### config.mk
export PLATFORM = sky130hd
export DESIGN_NAME = quad_step_decoder_flat
export DESIGN_NICKNAME = d
export VERILOG_FILES = /design/src/rtl/quad_step_decoder_pkg.sv /design/src/rtl/quad_step_decoder_if.sv /design/src/rtl/quad_step_decoder_glitch_filter.sv /design/src/rtl/quad_step_decoder.sv /design/src/flat_wrapper.sv
export SDC_FILE = /design/constraint.sdc
export NUM_CORES = 1
export LEC_CHECK = 0
export ABC_CLOCK_PERIOD_IN_PS = 3100
export BUFFER_PORTS_ARGS = -buffer_cell sky130_fd_sc_hd__buf_4
export CORE_UTILIZATION = 35
export CTS_CLUSTER_DIAMETER = 200
export DETAILED_ROUTE_END_ITERATION = 8
export GPL_TIMING_DRIVEN = 0
export PLACE_DENSITY = 0.63
export RECOVER_POWER = 25
export SLEW_MARGIN = 20
export SYNTH_ARGS = -nofsm -noshare
export SYNTH_HDL_FRONTEND = slang
export SYNTH_SLANG_ARGS = --single-unit
### constraint.sdc
create_clock -name clk -period 3.1 [get_ports clk]
set_clock_uncertainty 0.15 [all_clocks]
set_input_delay 0 -clock clk [delete_from_list [all_inputs] [get_ports clk]]
set_output_delay 0 -clock clk [all_outputs]
set_load 0.05 [all_outputs]
### src/rtl/quad_step_decoder_pkg.sv
// rtl/quad_step_decoder_pkg.sv - shared types, Gray constants and step classifier for the quadrature decoder
package quad_pkg;

  typedef enum logic {
    INIT  = 1'b0,
    TRACK = 1'b1
  } state_e;

  localparam logic [1:0] Q00 = 2'b00;
  localparam logic [1:0] Q01 = 2'b01;
  localparam logic [1:0] Q11 = 2'b11;
  localparam logic [1:0] Q10 = 2'b10;

  // Result of comparing two consecutive {A,B} samples
  typedef enum logic [1:0] {
    MOVE_NONE = 2'b00,
    MOVE_UP   = 2'b01,
    MOVE_DN   = 2'b10,
    MOVE_ILL  = 2'b11
  } move_e;

  // Forward order is 00->01->11->10->00; a change of both bits has no direction
  function automatic move_e quad_move(input logic [1:0] prev, input logic [1:0] cur);
    move_e m;
    m = MOVE_NONE;
    if (prev == cur) begin
      m = MOVE_NONE;
    end else if ((prev ^ cur) == 2'b11) begin
      m = MOVE_ILL;
    end else begin
      case (prev)
        Q00:     m = (cur == Q01) ? MOVE_UP : MOVE_DN;
        Q01:     m = (cur == Q11) ? MOVE_UP : MOVE_DN;
        Q11:     m = (cur == Q10) ? MOVE_UP : MOVE_DN;
        default: m = (cur == Q00) ? MOVE_UP : MOVE_DN;
      endcase
    end
    return m;
  endfunction

endpackage

### src/rtl/quad_step_decoder_if.sv
// rtl/quad_step_decoder_if.sv - encoder inputs and step/direction/status outputs of the decoder
interface quad_step_decoder_if;
  logic a_in;
  logic b_in;
  logic clr_err;
  logic step;
  logic ud;
  logic err;
  logic err_flag;
  logic ready;

  modport master (
    output a_in, b_in, clr_err,
    input  step, ud, err, err_flag, ready
  );

  modport slave (
    input  a_in, b_in, clr_err,
    output step, ud, err, err_flag, ready
  );
endinterface

### src/rtl/quad_step_decoder_glitch_filter.sv
// rtl/quad_step_decoder_glitch_filter.sv - per-channel synchroniser and persistence filter
module quad_glitch_filter
  import quad_pkg::*;
#(
  parameter int SYNC_STAGES = 2,
  parameter int FILT_LEN    = 8
) (
  input  logic clk,
  input  logic rst,
  input  logic bypass_i,
  input  logic raw_i,
  output logic filt_o
);
  localparam int FILT_W = $clog2(FILT_LEN + 1);

  logic [SYNC_STAGES-1:0] sync_q;
  logic [FILT_W-1:0]      cnt_q, cnt_d;
  logic                   filt_q, filt_d;
  logic                   synced;

  assign synced = sync_q[SYNC_STAGES-1];
  assign filt_o = filt_q;

  // Plain shift chain; nothing between the flops
  always_ff @(posedge clk or posedge rst) begin
    if (rst) sync_q <= '0;
    else     sync_q <= {sync_q[SYNC_STAGES-2:0], raw_i};
  end

  // Accept a new level only after it has disagreed with the output for FILT_LEN cycles in a row
  always_comb begin
    filt_d = filt_q;
    cnt_d  = '0;
    if (bypass_i) begin
      filt_d = synced;
    end else if (synced != filt_q) begin
      if (cnt_q == FILT_W'(FILT_LEN - 1)) filt_d = synced;
      else                                cnt_d  = cnt_q + FILT_W'(1);
    end
  end

  // Filter state registers
  always_ff @(posedge clk or posedge rst) begin
    if (rst) begin
      cnt_q  <= '0;
      filt_q <= 1'b0;
    end else begin
      cnt_q  <= cnt_d;
      filt_q <= filt_d;
    end
  end
endmodule

### src/rtl/quad_step_decoder.sv
// rtl/quad_step_decoder.sv - quadrature A/B decoder producing step pulses, direction and error status
module quad_step_decoder
  import quad_pkg::*;
#(
  parameter int SYNC_STAGES = 2,
  parameter int FILT_LEN    = 8
) (
  input  logic               clk,
  input  logic               rst,
  quad_step_decoder_if.slave bus
);
  localparam int INIT_CYCLES = SYNC_STAGES + FILT_LEN;
  localparam int INIT_W      = $clog2(INIT_CYCLES + 1);

  state_e            state_q, state_d;
  logic [INIT_W-1:0] init_cnt_q, init_cnt_d;
  logic              a_f, b_f;
  logic              bypass;
  logic [1:0]        cur, prev_q;
  move_e             move;
  logic              step_q, step_d;
  logic              err_q, err_d;
  logic              ud_q, ud_d;
  logic              flag_q, flag_d;

  assign bypass = (state_q == INIT);
  assign cur    = {a_f, b_f};

  quad_glitch_filter #(.SYNC_STAGES(SYNC_STAGES), .FILT_LEN(FILT_LEN)) u_filt_a (
    .clk      (clk),
    .rst      (rst),
    .bypass_i (bypass),
    .raw_i    (bus.a_in),
    .filt_o   (a_f)
  );

  quad_glitch_filter #(.SYNC_STAGES(SYNC_STAGES), .FILT_LEN(FILT_LEN)) u_filt_b (
    .clk      (clk),
    .rst      (rst),
    .bypass_i (bypass),
    .raw_i    (bus.b_in),
    .filt_o   (b_f)
  );

  // FSM state register
  always_ff @(posedge clk or posedge rst) begin
    if (rst) state_q <= INIT;
    else     state_q <= state_d;
  end

  // Leave INIT once the synchroniser and filter pipelines have been flushed with real input
  always_comb begin
    state_d    = state_q;
    init_cnt_d = init_cnt_q;
    if (state_q == INIT) begin
      init_cnt_d = init_cnt_q + INIT_W'(1);
      if (init_cnt_q == INIT_W'(INIT_CYCLES - 1)) state_d = TRACK;
    end
  end

  // Decode the filtered position change; nothing is reported while still in INIT
  always_comb begin
    move   = quad_move(prev_q, cur);
    step_d = 1'b0;
    err_d  = 1'b0;
    ud_d   = ud_q;
    flag_d = flag_q;
    if (state_q == TRACK) begin
      case (move)
        MOVE_UP:  begin step_d = 1'b1; ud_d = 1'b1; end
        MOVE_DN:  begin step_d = 1'b1; ud_d = 1'b0; end
        MOVE_ILL: err_d = 1'b1;
        default:  ;
      endcase
      // A new error outranks a simultaneous clear
      if (err_d)            flag_d = 1'b1;
      else if (bus.clr_err) flag_d = 1'b0;
    end
  end

  // Datapath registers; prev follows cur every cycle so INIT exits with the power-up position
  always_ff @(posedge clk or posedge rst) begin
    if (rst) begin
      init_cnt_q <= '0;
      prev_q     <= Q00;
      step_q     <= 1'b0;
      err_q      <= 1'b0;
      ud_q       <= 1'b1;
      flag_q     <= 1'b0;
    end else begin
      init_cnt_q <= init_cnt_d;
      prev_q     <= cur;
      step_q     <= step_d;
      err_q      <= err_d;
      ud_q       <= ud_d;
      flag_q     <= flag_d;
    end
  end

  assign bus.step     = step_q;
  assign bus.err      = err_q;
  assign bus.ud       = ud_q;
  assign bus.err_flag = flag_q;
  assign bus.ready    = (state_q == TRACK);
endmodule

### src/flat_wrapper.sv
// flat-port wrapper written by rule: the top's interface ports become plain ports
module quad_step_decoder_flat import quad_pkg::*;
#(
  parameter int SYNC_STAGES = 2,
  parameter int FILT_LEN    = 8
)
  (clk, rst, bus_a_in, bus_b_in, bus_clr_err, bus_step, bus_ud, bus_err, bus_err_flag, bus_ready);
  quad_step_decoder_if bus_i ();
  input  logic clk;
  input  logic rst;
  input wire logic [$bits(bus_i.a_in)-1:0] bus_a_in;
  input wire logic [$bits(bus_i.b_in)-1:0] bus_b_in;
  input wire logic [$bits(bus_i.clr_err)-1:0] bus_clr_err;
  output wire logic [$bits(bus_i.step)-1:0] bus_step;
  output wire logic [$bits(bus_i.ud)-1:0] bus_ud;
  output wire logic [$bits(bus_i.err)-1:0] bus_err;
  output wire logic [$bits(bus_i.err_flag)-1:0] bus_err_flag;
  output wire logic [$bits(bus_i.ready)-1:0] bus_ready;
  assign bus_i.a_in = bus_a_in;
  assign bus_i.b_in = bus_b_in;
  assign bus_i.clr_err = bus_clr_err;
  assign bus_step = bus_i.step;
  assign bus_ud = bus_i.ud;
  assign bus_err = bus_i.err;
  assign bus_err_flag = bus_i.err_flag;
  assign bus_ready = bus_i.ready;
  quad_step_decoder #(.SYNC_STAGES(SYNC_STAGES), .FILT_LEN(FILT_LEN)) u_core (.clk(clk), .rst(rst), .bus(bus_i));
endmodule
==> results.py, run 1 <==
metrics = {
    "placed_design": {
        "io_buffers": 9,
        "post-dp-hpwl_um": 1130,
        "pre_cts_ws_ps": 1320,
        "place_congestion": 0.676,
    },
    "route": {
        "via_count": 659,
        "drtIter0Drc": 12,
        "wl_um": 1580,
        "drtAntennaViolNets": 0,
        "via_per_inst": 4.88,
        "first_pass_iters": 4,
        "drc": 0,
        "detail_route.wl_per_cell_um": 11.7,
    },
    "logic_synthesis": {
        "ys_ff_latch": 25,
        "avgSynthCellArea_um2": 12.1,
        "synth_edf_count": 0,
        "synth_area_um2": 1050,
        "ys_seq_area_share_pct": 59.8,
        "synthFlopType": "dfrtp_1",
        "synth_nets": 98,
        "synth.most_common_cell": "dfrtp_1",
        "ys_types": 24,
        "syn_inst": 87,
        "async_reset_ff_share_pct": 100,
        "yosysWarnings": 0,
        "yosys.area.top_type": "dfrtp_1",
        "synthTopCellsByArea": "dfrtp_1 (57%), ha_1 (7.2%), xnor2_1 (4.2%)",
        "synth_commonest_cells": "dfrtp_1 (24), nand2_1 (9), nor2_1 (8)",
        "yosysTopAreaCellShare_pct": 57.3,
    },
    "floorplan": {
        "ios": 10,
        "die_w_um": 56.7,
        "start_util_pct": 37.4,
        "die_h_um": 56.7,
        "die-area_um2": 3220,
        "core_region_area_um2": 2810,
        "rows": 19,
    },
    "power_and_ir_drop": {
        "p_sw_share_pct": 38.3,
        "p_per_area_nw_per_um2": 818,
        "p_switching_uw": 379,
        "pwr-share-comb_pct": 36.7,
        "ir_drop_mv": 0.313,
        "seqPwrFrac_pct": 48.9,
        "p_int_uw": 611,
        "p_clk_share_pct": 14.4,
        "power.leakage_nw": 0.590,
    },
    "grt": {
        "grt_usage_pct": 11.8,
        "grt_pass1_vias": 687,
        "grt_pass1_wl_um": 2900,
        "overflow": 0,
        "grt_max_degree": 26,
        "antenna_found_initial": 0,
    },
    "clocking": {
        "cts_resized": 0,
        "cts_tree": "done",
        "root_buffer": "clkbuf_4",
        "clkSinkCount": 25,
        "cts.htree.levels": 1,
        "cts_buffers": 3,
        "clkLatencyLatePin_ps": 310,
        "clock_path_buffers": 2,
        "postCtsHoldBufs": 4,
        "post_cts_buffers": 0,
        "path_clk_slew_ps": 140,
    },
    "job": {
        "cap_violations": 0,
    },
    "setup_path": {
        "cp-end-kind": "flop",
        "critPathMaxFanout": 6,
        "critPathMostFrequentCell": "o21ai_0",
        "path_cells": "nand2_1 -> o21ai_0 -> o21ai_0 -> ha_1 -> nor2b_1 -> mux2i_1",
        "crit_slowest_cell": "dfrtp_1",
        "max_stage_delay_ps": 470,
        "critPathBufInv": 0,
        "crit_family": "flip-flops",
        "worst_setup_path_start_kind": "flop",
        "worstSetupPathType": "reg -> reg",
        "cp.required_ps": 3190,
        "worst_ep_arrival_time_ps": 1880,
    },
    "final_layout": {
        "finalNetCount": 116,
        "antenna_cells": 0,
        "layout-drive-gt1-share_pct": 15.4,
        "fin_util_pct": 43.1,
        "area_delta_synth_final_pct": 15.4,
        "n_fill_cell": 278,
    },
    "worst_hold_path": {
        "hold_path.class": "in -> reg",
    },
    "sta": {
        "tns_ps": 0,
        "setup_viol": 0,
        "setup_slack_ps": 1310,
        "slew_violations": 0,
        "worstMarginPinSlew_ps": 926,
        "fmaxAchievable_mhz": 558,
        "finalCritPeriodShare_pct": 57.8,
        "rsz0062_at_grt": "no",
        "hold_violations": 0,
        "finalCriticalPeriod_ps": 1790,
        "relSlewSlack_pct": 38.2,
    },
    "outcome": {
        "status": "completed",
    },
}
## path summary, 6_finish.rpt
check	from	to	slack (ps)	cells past startpoint
max	u_core.u_filt_b.filt_o	u_core.bus.ud	1310	6
min	bus_b_in	u_core.u_filt_b.sync_q[0]	190	2
max reg2reg	u_core.u_filt_b.filt_o	u_core.bus.ud	1310	6
min reg2reg	u_core.u_filt_a.sync_q[0]	u_core.u_filt_a.sync_q[1]	210	0
max in group asynchronous	rst	u_core.u_filt_a.cnt_q[0]	1950	3
min in group asynchronous	rst	u_core.init_cnt_q[1]	280	3
## power groups by stage
| stage | Clock, mW | Sequential (mW) | Combinational, mW |
|---|---|---|---|
| final | 0.142 | 0.484 | 0.363 |
| after global routing | 0.165 | 0.499 | 0.408 |
| after CTS | 0.153 | 0.485 | 0.385 |
| after detailed placement | 0 | 0.493 | 0.380 |
| after global placement | 0 | 0.487 | 0.368 |
| after floorplan | 0 | 0.561 | 0.218 |
## per-stage QoR
| stage | hold slack (ps) | area [um2] | instances | power [mW] |
|---|---|---|---|---|
| finish | 192 | 1210 | 135 | 0.990 |
| global route | 181 | 1210 | 135 | 1.07 |
| CTS | 160 | 1220 | 135 | 1.02 |
| detailed placement | -39.4 | 1150 | 127 | 0.873 |
| global placement | -40.1 | 1150 | 127 | 0.855 |
| floorplan | -123 | 1050 | 87 | 0.778 |
## layout by cell type, fill, tap and decap left out, types with 2 or more instances in the layout
| cell type | synthesis | final |
|---|---|---|
| buf_4 | 0 | 4 |
| clkbuf_1 | 0 | 4 |
| clkbuf_4 | 0 | 5 |
| dfrtp_1 | 24 | 24 |
| dlygate4sd3_1 | 0 | 4 |
| ha_1 | 6 | 6 |
| inv_1 | 3 | 3 |
| mux2_2 | 2 | 2 |
| mux2i_1 | 4 | 4 |
| nand2_1 | 9 | 9 |
| nand2b_1 | 2 | 2 |
| nand3_1 | 3 | 3 |
| nor2_1 | 8 | 8 |
| nor3_2 | 2 | 2 |
| o21ai_0 | 6 | 6 |
| xnor2_1 | 5 | 5 |
| xor2_1 | 2 | 2 |
## flip-flops by register name, indices dropped and copies added, names as in the netlist, 2 cells and up
name and count:
u_core.u_filt_a.sync_q 2, u_core.u_filt_b.cnt_q 4, u_core.prev_q 2, u_core.u_filt_a.cnt_q 4, u_core.u_filt_b.sync_q 2, u_core.init_cnt_q 4
## worst register-to-register path: stages (launching register included)
cell and delay (ps):
dfrtp_1 470, nand2_1 110, o21ai_0 80, o21ai_0 260
ha_1 280, nor2b_1 170, mux2i_1 200
## routing by layer
layer | GRT usage (%) | vias to the layer above | routed length [um]
met2 | 19.2 | 5 | 805
met4 | 6.27 | 0 | 18
li1 | - | 324 | -
met1 | 14.5 | 328 | 715
met3 | 2.76 | 2 | 38
met5 | 0 | - | 0
## final cells by class
type | instances | area, um2 | area share, %
repair buffers | 13 | 96.3 | 7.96
flip-flops and latches | 25 | 627 | 51.8
well taps | 31 | 38.8 | 3.21
plain buffers | 1 | 3.75 | 0.310
clock inverters | 1 | 5.00 | 0.414
inverters | 3 | 11.3 | 0.931
multi-input cells | 58 | 405 | 33.5
clock buffers | 3 | 22.5 | 1.86
## cells by family (layout without fill, tap and decap cells)
| logic type | count (synthesis) | after routing | share of synthesized area, % |
|---|---|---|---|
| AND/OR/NAND/NOR | 29 | 29 | 14.0 |
| flip-flops | 25 | 25 | 59.8 |
| AO/OA/AOI/OAI | 10 | 10 | 5.73 |
| XOR/XNOR | 7 | 7 | 5.85 |
| adder cells (fa/ha/maj) | 6 | 6 | 7.16 |
| multiplexers | 6 | 6 | 5.97 |
| buffers and inverters | 4 | 21 | 1.55 |
Note: power is estimated with default switching activity, not from simulation.
==> inputs of run 2 (changes only) <==
--- a/config.mk
+++ b/config.mk
@@ -5,7 +5,7 @@
 export SDC_FILE = /design/constraint.sdc
 export NUM_CORES = 1
 export LEC_CHECK = 0
-export ABC_CLOCK_PERIOD_IN_PS = 3100
+export ABC_CLOCK_PERIOD_IN_PS = 1700
 export BUFFER_PORTS_ARGS = -buffer_cell sky130_fd_sc_hd__buf_4
 export CORE_UTILIZATION = 35
 export CTS_CLUSTER_DIAMETER = 200
==> constraint.sdc (replaced) <==
create_clock -name clk -period 1.7 [get_ports clk]
set_clock_uncertainty 0.15 [all_clocks]
set_input_delay 0 -clock clk [delete_from_list [all_inputs] [get_ports clk]]
set_output_delay 0 -clock clk [all_outputs]
set_load 0.05 [all_outputs]
==> run 2 against run 1 <==
Cell count grew 0.74%. Sequential power grew 85%. Global-route usage is the same. Worst setup slack lost 1300 ps. Critical endpoint unchanged. Routed wire length grew 1.1%. Count of clock-buffer cells in the layout is the same. Utilization grew 0.54 points. Clock power grew 82%. Non-clock buffer count grew 1.
==> results.py, run 2 (synthesized netlist as in run 1, its figures left out) <==
metrics = {
    "sta": {
        "finalCritPeriodShare_pct": 97.2,
        "relSlewSlack_pct": 38.1,
        "hold_violations": 0,
        "fmaxAchievable_mhz": 605,
        "finalCriticalPeriod_ps": 1650,
        "hold_ws_ps": 192,
        "rsz0062_at_grt": "yes",
        "worstMarginPinSlew_ps": 927,
        "slew_violations": 0,
        "setup_viol": 0,
        "setup_slack_ps": 47.1,
    },
    "floorplan": {
        "die_w_um": 56.7,
        "ios": 10,
        "die-area_um2": 3220,
        "core_region_area_um2": 2810,
        "die_h_um": 56.7,
        "start_util_pct": 37.4,
        "rows": 19,
    },
    "final_layout": {
        "fin_util_pct": 43.7,
        "n_fill_cell": 282,
        "mostFrequentLayoutCells": "dfrtp_1 (21), nand2_1 (9), nor2_1 (8), ha_1 (6), clkbuf_4 (6)",
        "layout-drive-gt1-share_pct": 21.0,
        "register_area_um2": 631,
        "multi_input_area_um2": 408,
        "area_delta_synth_final_pct": 16.8,
        "reg.largest.list": "u_core.init_cnt_q (4), u_core.u_filt_a.cnt_q (4), u_core.u_filt_b.cnt_q (4)",
        "antenna_cells": 0,
        "layout_commonest_cell": "dfrtp_1",
        "finalNetCount": 117,
    },
    "power_and_ir_drop": {
        "total_power_mw": 1.87,
        "power.leakage_nw": 0.595,
        "ir_drop_mv": 0.585,
        "p_per_area_nw_per_um2": 1530,
    },
    "placed_design": {
        "pre_cts_ws_ps": -79.9,
        "place_congestion": 0.676,
        "io_buffers": 9,
        "post-dp-hpwl_um": 1130,
    },
    "setup_path": {
        "critPathMaxFanout": 6,
        "r2r_setup_slack_ps": 50,
        "cp-end-kind": "flop",
        "cp.required_ps": 1790,
        "critPathMostFrequentCell": "mux2i_1",
        "path_cells": "mux2i_1 -> o21a_1 -> ha_1 -> nor2b_2 -> mux2i_1",
        "worst_ep_arrival_time_ps": 1740,
        "crit_start": "u_core.prev_q[0]",
        "worstSetupPathType": "reg -> reg",
        "crit_slowest_cell": "dfrtp_2",
        "worstRegToRegCells": 5,
        "max_stage_delay_ps": 470,
        "r2r-start": "u_core.prev_q[0]",
        "worst_setup_path_start_kind": "flop",
    },
    "clocking": {
        "clkSinkCount": 25,
        "path_clk_slew_ps": 140,
        "cts_buffers": 3,
        "clkLatencyLatePin_ps": 310,
        "cts.htree.levels": 1,
        "clock_path_buffers": 2,
        "cts_tree": "done",
        "root_buffer": "clkbuf_4",
    },
    "grt": {
        "overflow": 0,
        "grt_pass1_wl_um": 2900,
        "grt_pass1_vias": 685,
        "grt_max_degree": 26,
        "antenna_found_initial": 0,
        "grt_usage_pct": 11.8,
    },
    "route": {
        "drc": 0,
        "via_count": 664,
        "drtAntennaViolNets": 0,
        "drtIter0Drc": 10,
        "via_per_inst": 4.88,
        "wl_um": 1600,
        "detail_route.wl_per_cell_um": 11.7,
        "first_pass_iters": 4,
    },
    "worst_hold_path": {
        "hold_start": "bus_b_in",
        "hold_depth": 2,
        "hold_path.class": "in -> reg",
    },
    "job": {
        "cap_violations": 0,
    },
    "outcome": {
        "status": "completed",
    },
}
[run 2: cell types whose count changed in the layout (fill, tap and decap cells not counted), moves of 2 or more]
cell,before,now
dfrtp_1,24,21
dfrtp_2,0,3
o21ai_1,0,2
o21ai_0,6,4
[run 2: area by class of cell]
cell class                 instances  share of cell area (%)
buffer                             1                   0.409
clock buffer                       3                    1.84
clock inverter                     1                   0.409
inverter                           3                   0.919
multi-input combinational         58                    33.3
sequential                        25                    51.5
tap                               31                    3.17
timing repair buffer              14                    8.48
[run 2: final timing paths]
path	endpoint
max	u_core.bus.ud
min	u_core.u_filt_b.sync_q[0]
max reg2reg	u_core.bus.ud
min reg2reg	u_core.u_filt_a.sync_q[1]
max in group asynchronous	u_core.u_filt_a.filt_o
min in group asynchronous	u_core.init_cnt_q[1]
[run 2: repair_timing]
action,in CTS,in global routing
pin swaps,1,2
gates resized for setup,3,3
endpoints found under the setup margin,1,2
hold buffers,4,0
buffers inserted,1,0
hold endpoints to repair,27,0
[run 2: power by group]
part,internal (mW),switching (mW),total [mW]
clock,0.0878,0.171,0.259
sequential,0.761,0.133,0.894
combinational,0.313,0.406,0.719
[run 2: per-layer routing]
metal	GRT usage (%)	vias up	part of all wire [%]
met3	2.76	2	2.4
met5	0	-	0
li1	-	327	-
met1	14.2	330	45
met2	19.6	5	52
met4	6.27	0	1.1
[run 2: per-stage QoR]
| stage | instance area [um2] | cells | TNS, ps |
|---|---|---|---|
| 6_report | 1220 | 136 | 0 |
| 5_1_grt | 1220 | 136 | -53.9 |
| 4_1_cts | 1230 | 136 | 0 |
| 3_5_place_dp | 1150 | 127 | -79.9 |
| 3_3_place_gp | 1150 | 127 | -5.51 |
| 2_1_floorplan | 1050 | 87 | 0 |
[run 2: worst max-delay path, delay by kind of cell (launching register included)]
kind            cells  cell delay, ps
simple gates        1             140
compound gates      1             180
flops               1             470
fa+ha+maj           1             300
mux                 2             350
==> inputs of run 3 (changes only) <==
--- a/config.mk
+++ b/config.mk
@@ -7,11 +7,12 @@
 export LEC_CHECK = 0
 export ABC_CLOCK_PERIOD_IN_PS = 1700
 export BUFFER_PORTS_ARGS = -buffer_cell sky130_fd_sc_hd__buf_4
-export CORE_UTILIZATION = 35
+export CORE_MARGIN = 2
+export CORE_UTILIZATION = 45
 export CTS_CLUSTER_DIAMETER = 200
 export DETAILED_ROUTE_END_ITERATION = 8
 export GPL_TIMING_DRIVEN = 0
-export PLACE_DENSITY = 0.63
+export PLACE_DENSITY = 0.74
 export RECOVER_POWER = 25
 export SLEW_MARGIN = 20
 export SYNTH_ARGS = -nofsm -noshare
==> run 3 against run 2 <==
Utilization is 12 points higher. Cell count decreased by 1.5%. Flip-flop and latch count unchanged. Count of clock-buffer cells in the layout is 1 higher. Critical endpoint unchanged. Largest cell class unchanged.
==> results.py, run 3 (synthesized netlist as in run 1, its figures left out) <==
metrics = {
    "clocking": {
        "clkLatencyLatePin_ps": 310,
        "cts_buffers": 3,
        "root_buffer": "clkbuf_4",
        "clock_path_buffers": 2,
        "clkSinkCount": 25,
        "cts.htree.levels": 1,
        "cts_tree": "done",
        "path_clk_slew_ps": 130,
    },
    "sta": {
        "finalCritPeriodShare_pct": 96.6,
        "slew_violations": 0,
        "hold_violations": 0,
        "finalCriticalPeriod_ps": 1640,
        "worstMarginPinSlew_ps": 894,
        "relSlewSlack_pct": 40.3,
        "rsz0062_at_grt": "yes",
        "tns_ps": 0,
        "setup_viol": 0,
        "fmaxAchievable_mhz": 609,
    },
    "final_layout": {
        "antenna_cells": 0,
        "n_fill_cell": 196,
        "reg.largest.list": "u_core.init_cnt_q (4), u_core.u_filt_a.cnt_q (4), u_core.u_filt_b.cnt_q (4)",
        "fin_area_um2": 1240,
        "fin_util_pct": 56.1,
        "mostFrequentLayoutCells": "dfrtp_1 (21), buf_4 (9), nand2_1 (8), nor2_1 (8), ha_1 (6)",
        "finalNetCount": 118,
        "layout_commonest_cell": "dfrtp_1",
        "layout-drive-gt1-share_pct": 24.5,
        "area_delta_synth_final_pct": 18.4,
    },
    "grt": {
        "grt_util_met3_pct": 3.43,
        "use_met2_pct": 23.6,
        "grt_usage_pct": 14.2,
        "grt_max_degree": 26,
        "grt_pass1_wl_um": 2710,
        "grt_pass1_vias": 684,
        "antenna_found_initial": 0,
        "met1_usage_pct": 15.8,
        "top_usage_layer": "met2",
        "overflow": 0,
    },
    "power_and_ir_drop": {
        "ir_drop_mv": 1.33,
        "p_per_area_nw_per_um2": 1570,
        "pwr-share-comb_pct": 40.8,
        "p_clk_share_pct": 13.1,
        "p_sw_share_pct": 36.9,
        "total_power_mw": 1.95,
        "seqPwrFrac_pct": 46.1,
        "p_int_mw": 1.23,
        "power.leakage_nw": 0.609,
        "p_switching_uw": 720,
    },
    "setup_path": {
        "crit_slowest_cell": "dfrtp_2",
        "worst_setup_path_start_kind": "flop",
        "path_cells": "mux2i_1 -> o21a_1 -> ha_1 -> nor2b_2 -> mux2i_1",
        "critPathBufInv": 0,
        "worstSetupPathType": "reg -> reg",
        "r2r-end": "u_core.bus.ud",
        "crit_family": "flip-flops",
        "worst_ep_arrival_time_ps": 1740,
        "critPathMostFrequentCell": "mux2i_1",
        "max_stage_delay_ps": 470,
        "critPathMaxFanout": 6,
        "cp-endpoint": "u_core.bus.ud",
        "cp.required_ps": 1800,
        "cp-end-kind": "flop",
        "crit_start": "u_core.prev_q[0]",
        "cp.depth": 5,
        "r2r_setup_slack_ps": 60,
        "worstRegToRegCells": 5,
        "r2r-start": "u_core.prev_q[0]",
    },
    "floorplan": {
        "die_w_um": 52.3,
        "start_util_pct": 47.4,
        "rows": 17,
        "die-area_um2": 2730,
        "ios": 10,
        "core_region_area_um2": 2210,
        "die_h_um": 52.3,
    },
    "route": {
        "via_per_inst": 4.96,
        "via_count": 665,
        "drtIter0Drc": 13,
        "first_pass_iters": 4,
        "drtAntennaViolNets": 0,
        "detail_route.wl_per_cell_um": 11.9,
        "wl_um": 1600,
        "drc": 0,
    },
    "worst_hold_path": {
        "hold_path.class": "in -> reg",
    },
    "job": {
        "cap_violations": 0,
    },
    "placed_design": {
        "io_buffers": 9,
        "place_congestion": 0.783,
        "post-dp-hpwl_um": 1100,
        "placed_area_um2": 1150,
    },
    "outcome": {
        "status": "completed",
    },
}
run 3: cell count changes in the layout (fill, tap and decap cells not counted), sizes merged:
cell and delta:
buf +5, clkbuf -3, clkinv -1
run 3: routing by layer:
layer / vias up / wire, um
li1: 331 / -
met1: 322 / 731
met2: 10 / 802
met3: 2 / 45
met4: 0 / 16
met5: - / 0
run 3: how the worst min path moves through the flow:
stage,from,depth (start not counted),to
3_3_place_gp,bus_a_in,1,u_core.u_filt_a.sync_q[0]
4_1_cts,bus_b_in,2,u_core.u_filt_b.sync_q[0]
3_5_place_dp,bus_b_in,1,u_core.u_filt_b.sync_q[0]
2_1_floorplan,rst,1,u_core.bus.err
6_report,bus_b_in,2,u_core.u_filt_b.sync_q[0]
5_1_grt,bus_a_in,2,u_core.u_filt_a.sync_q[0]
run 3: power groups by stage:
stage	Combinational (mW)	Sequential [mW]	Clock [mW]
after floorplan	0.397	1.02	0
after global placement	0.670	0.887	0
after detailed placement	0.694	0.898	0
after CTS	0.707	0.886	0.269
after global routing	0.870	0.926	0.293
final	0.796	0.899	0.257
run 3: worst register-to-register path, cell delays in order, from the launching register on:
cell	delay, ps
dfrtp_2	470
mux2i_1	150
o21a_1	180
ha_1	300
nor2b_2	150
mux2i_1	190
run 3: what timing repair did:
action	CTS	global route
pin swaps	0	3
hold buffers	4	0
hold endpoints to repair	27	0
setup endpoints to repair	1	1
gates resized for setup	1	6
buffers inserted	0	2
run 3: layout make-up:
type,instances,area (um2),area share (%)
Clock buffer,4,26.3,2.12
Timing Repair Buffer,15,123,9.88
Inverter,3,11.3,0.907
Sequential cell,25,631,50.8
Buffer,1,5.00,0.403
Multi-Input combinational cell,58,410,33.1
Tap cell,28,35.0,2.82
run 3: stage by stage:
step | hold WS, ps | setup WS, ps | instances
after floorplan | -123 | 100 | 87
after global placement | -39.7 | 2.68 | 124
after detailed placement | -39.4 | -51.0 | 124
after CTS | 172 | 9.98 | 132
after global routing | 175 | -11.4 | 134
final | 200 | 57.7 | 134
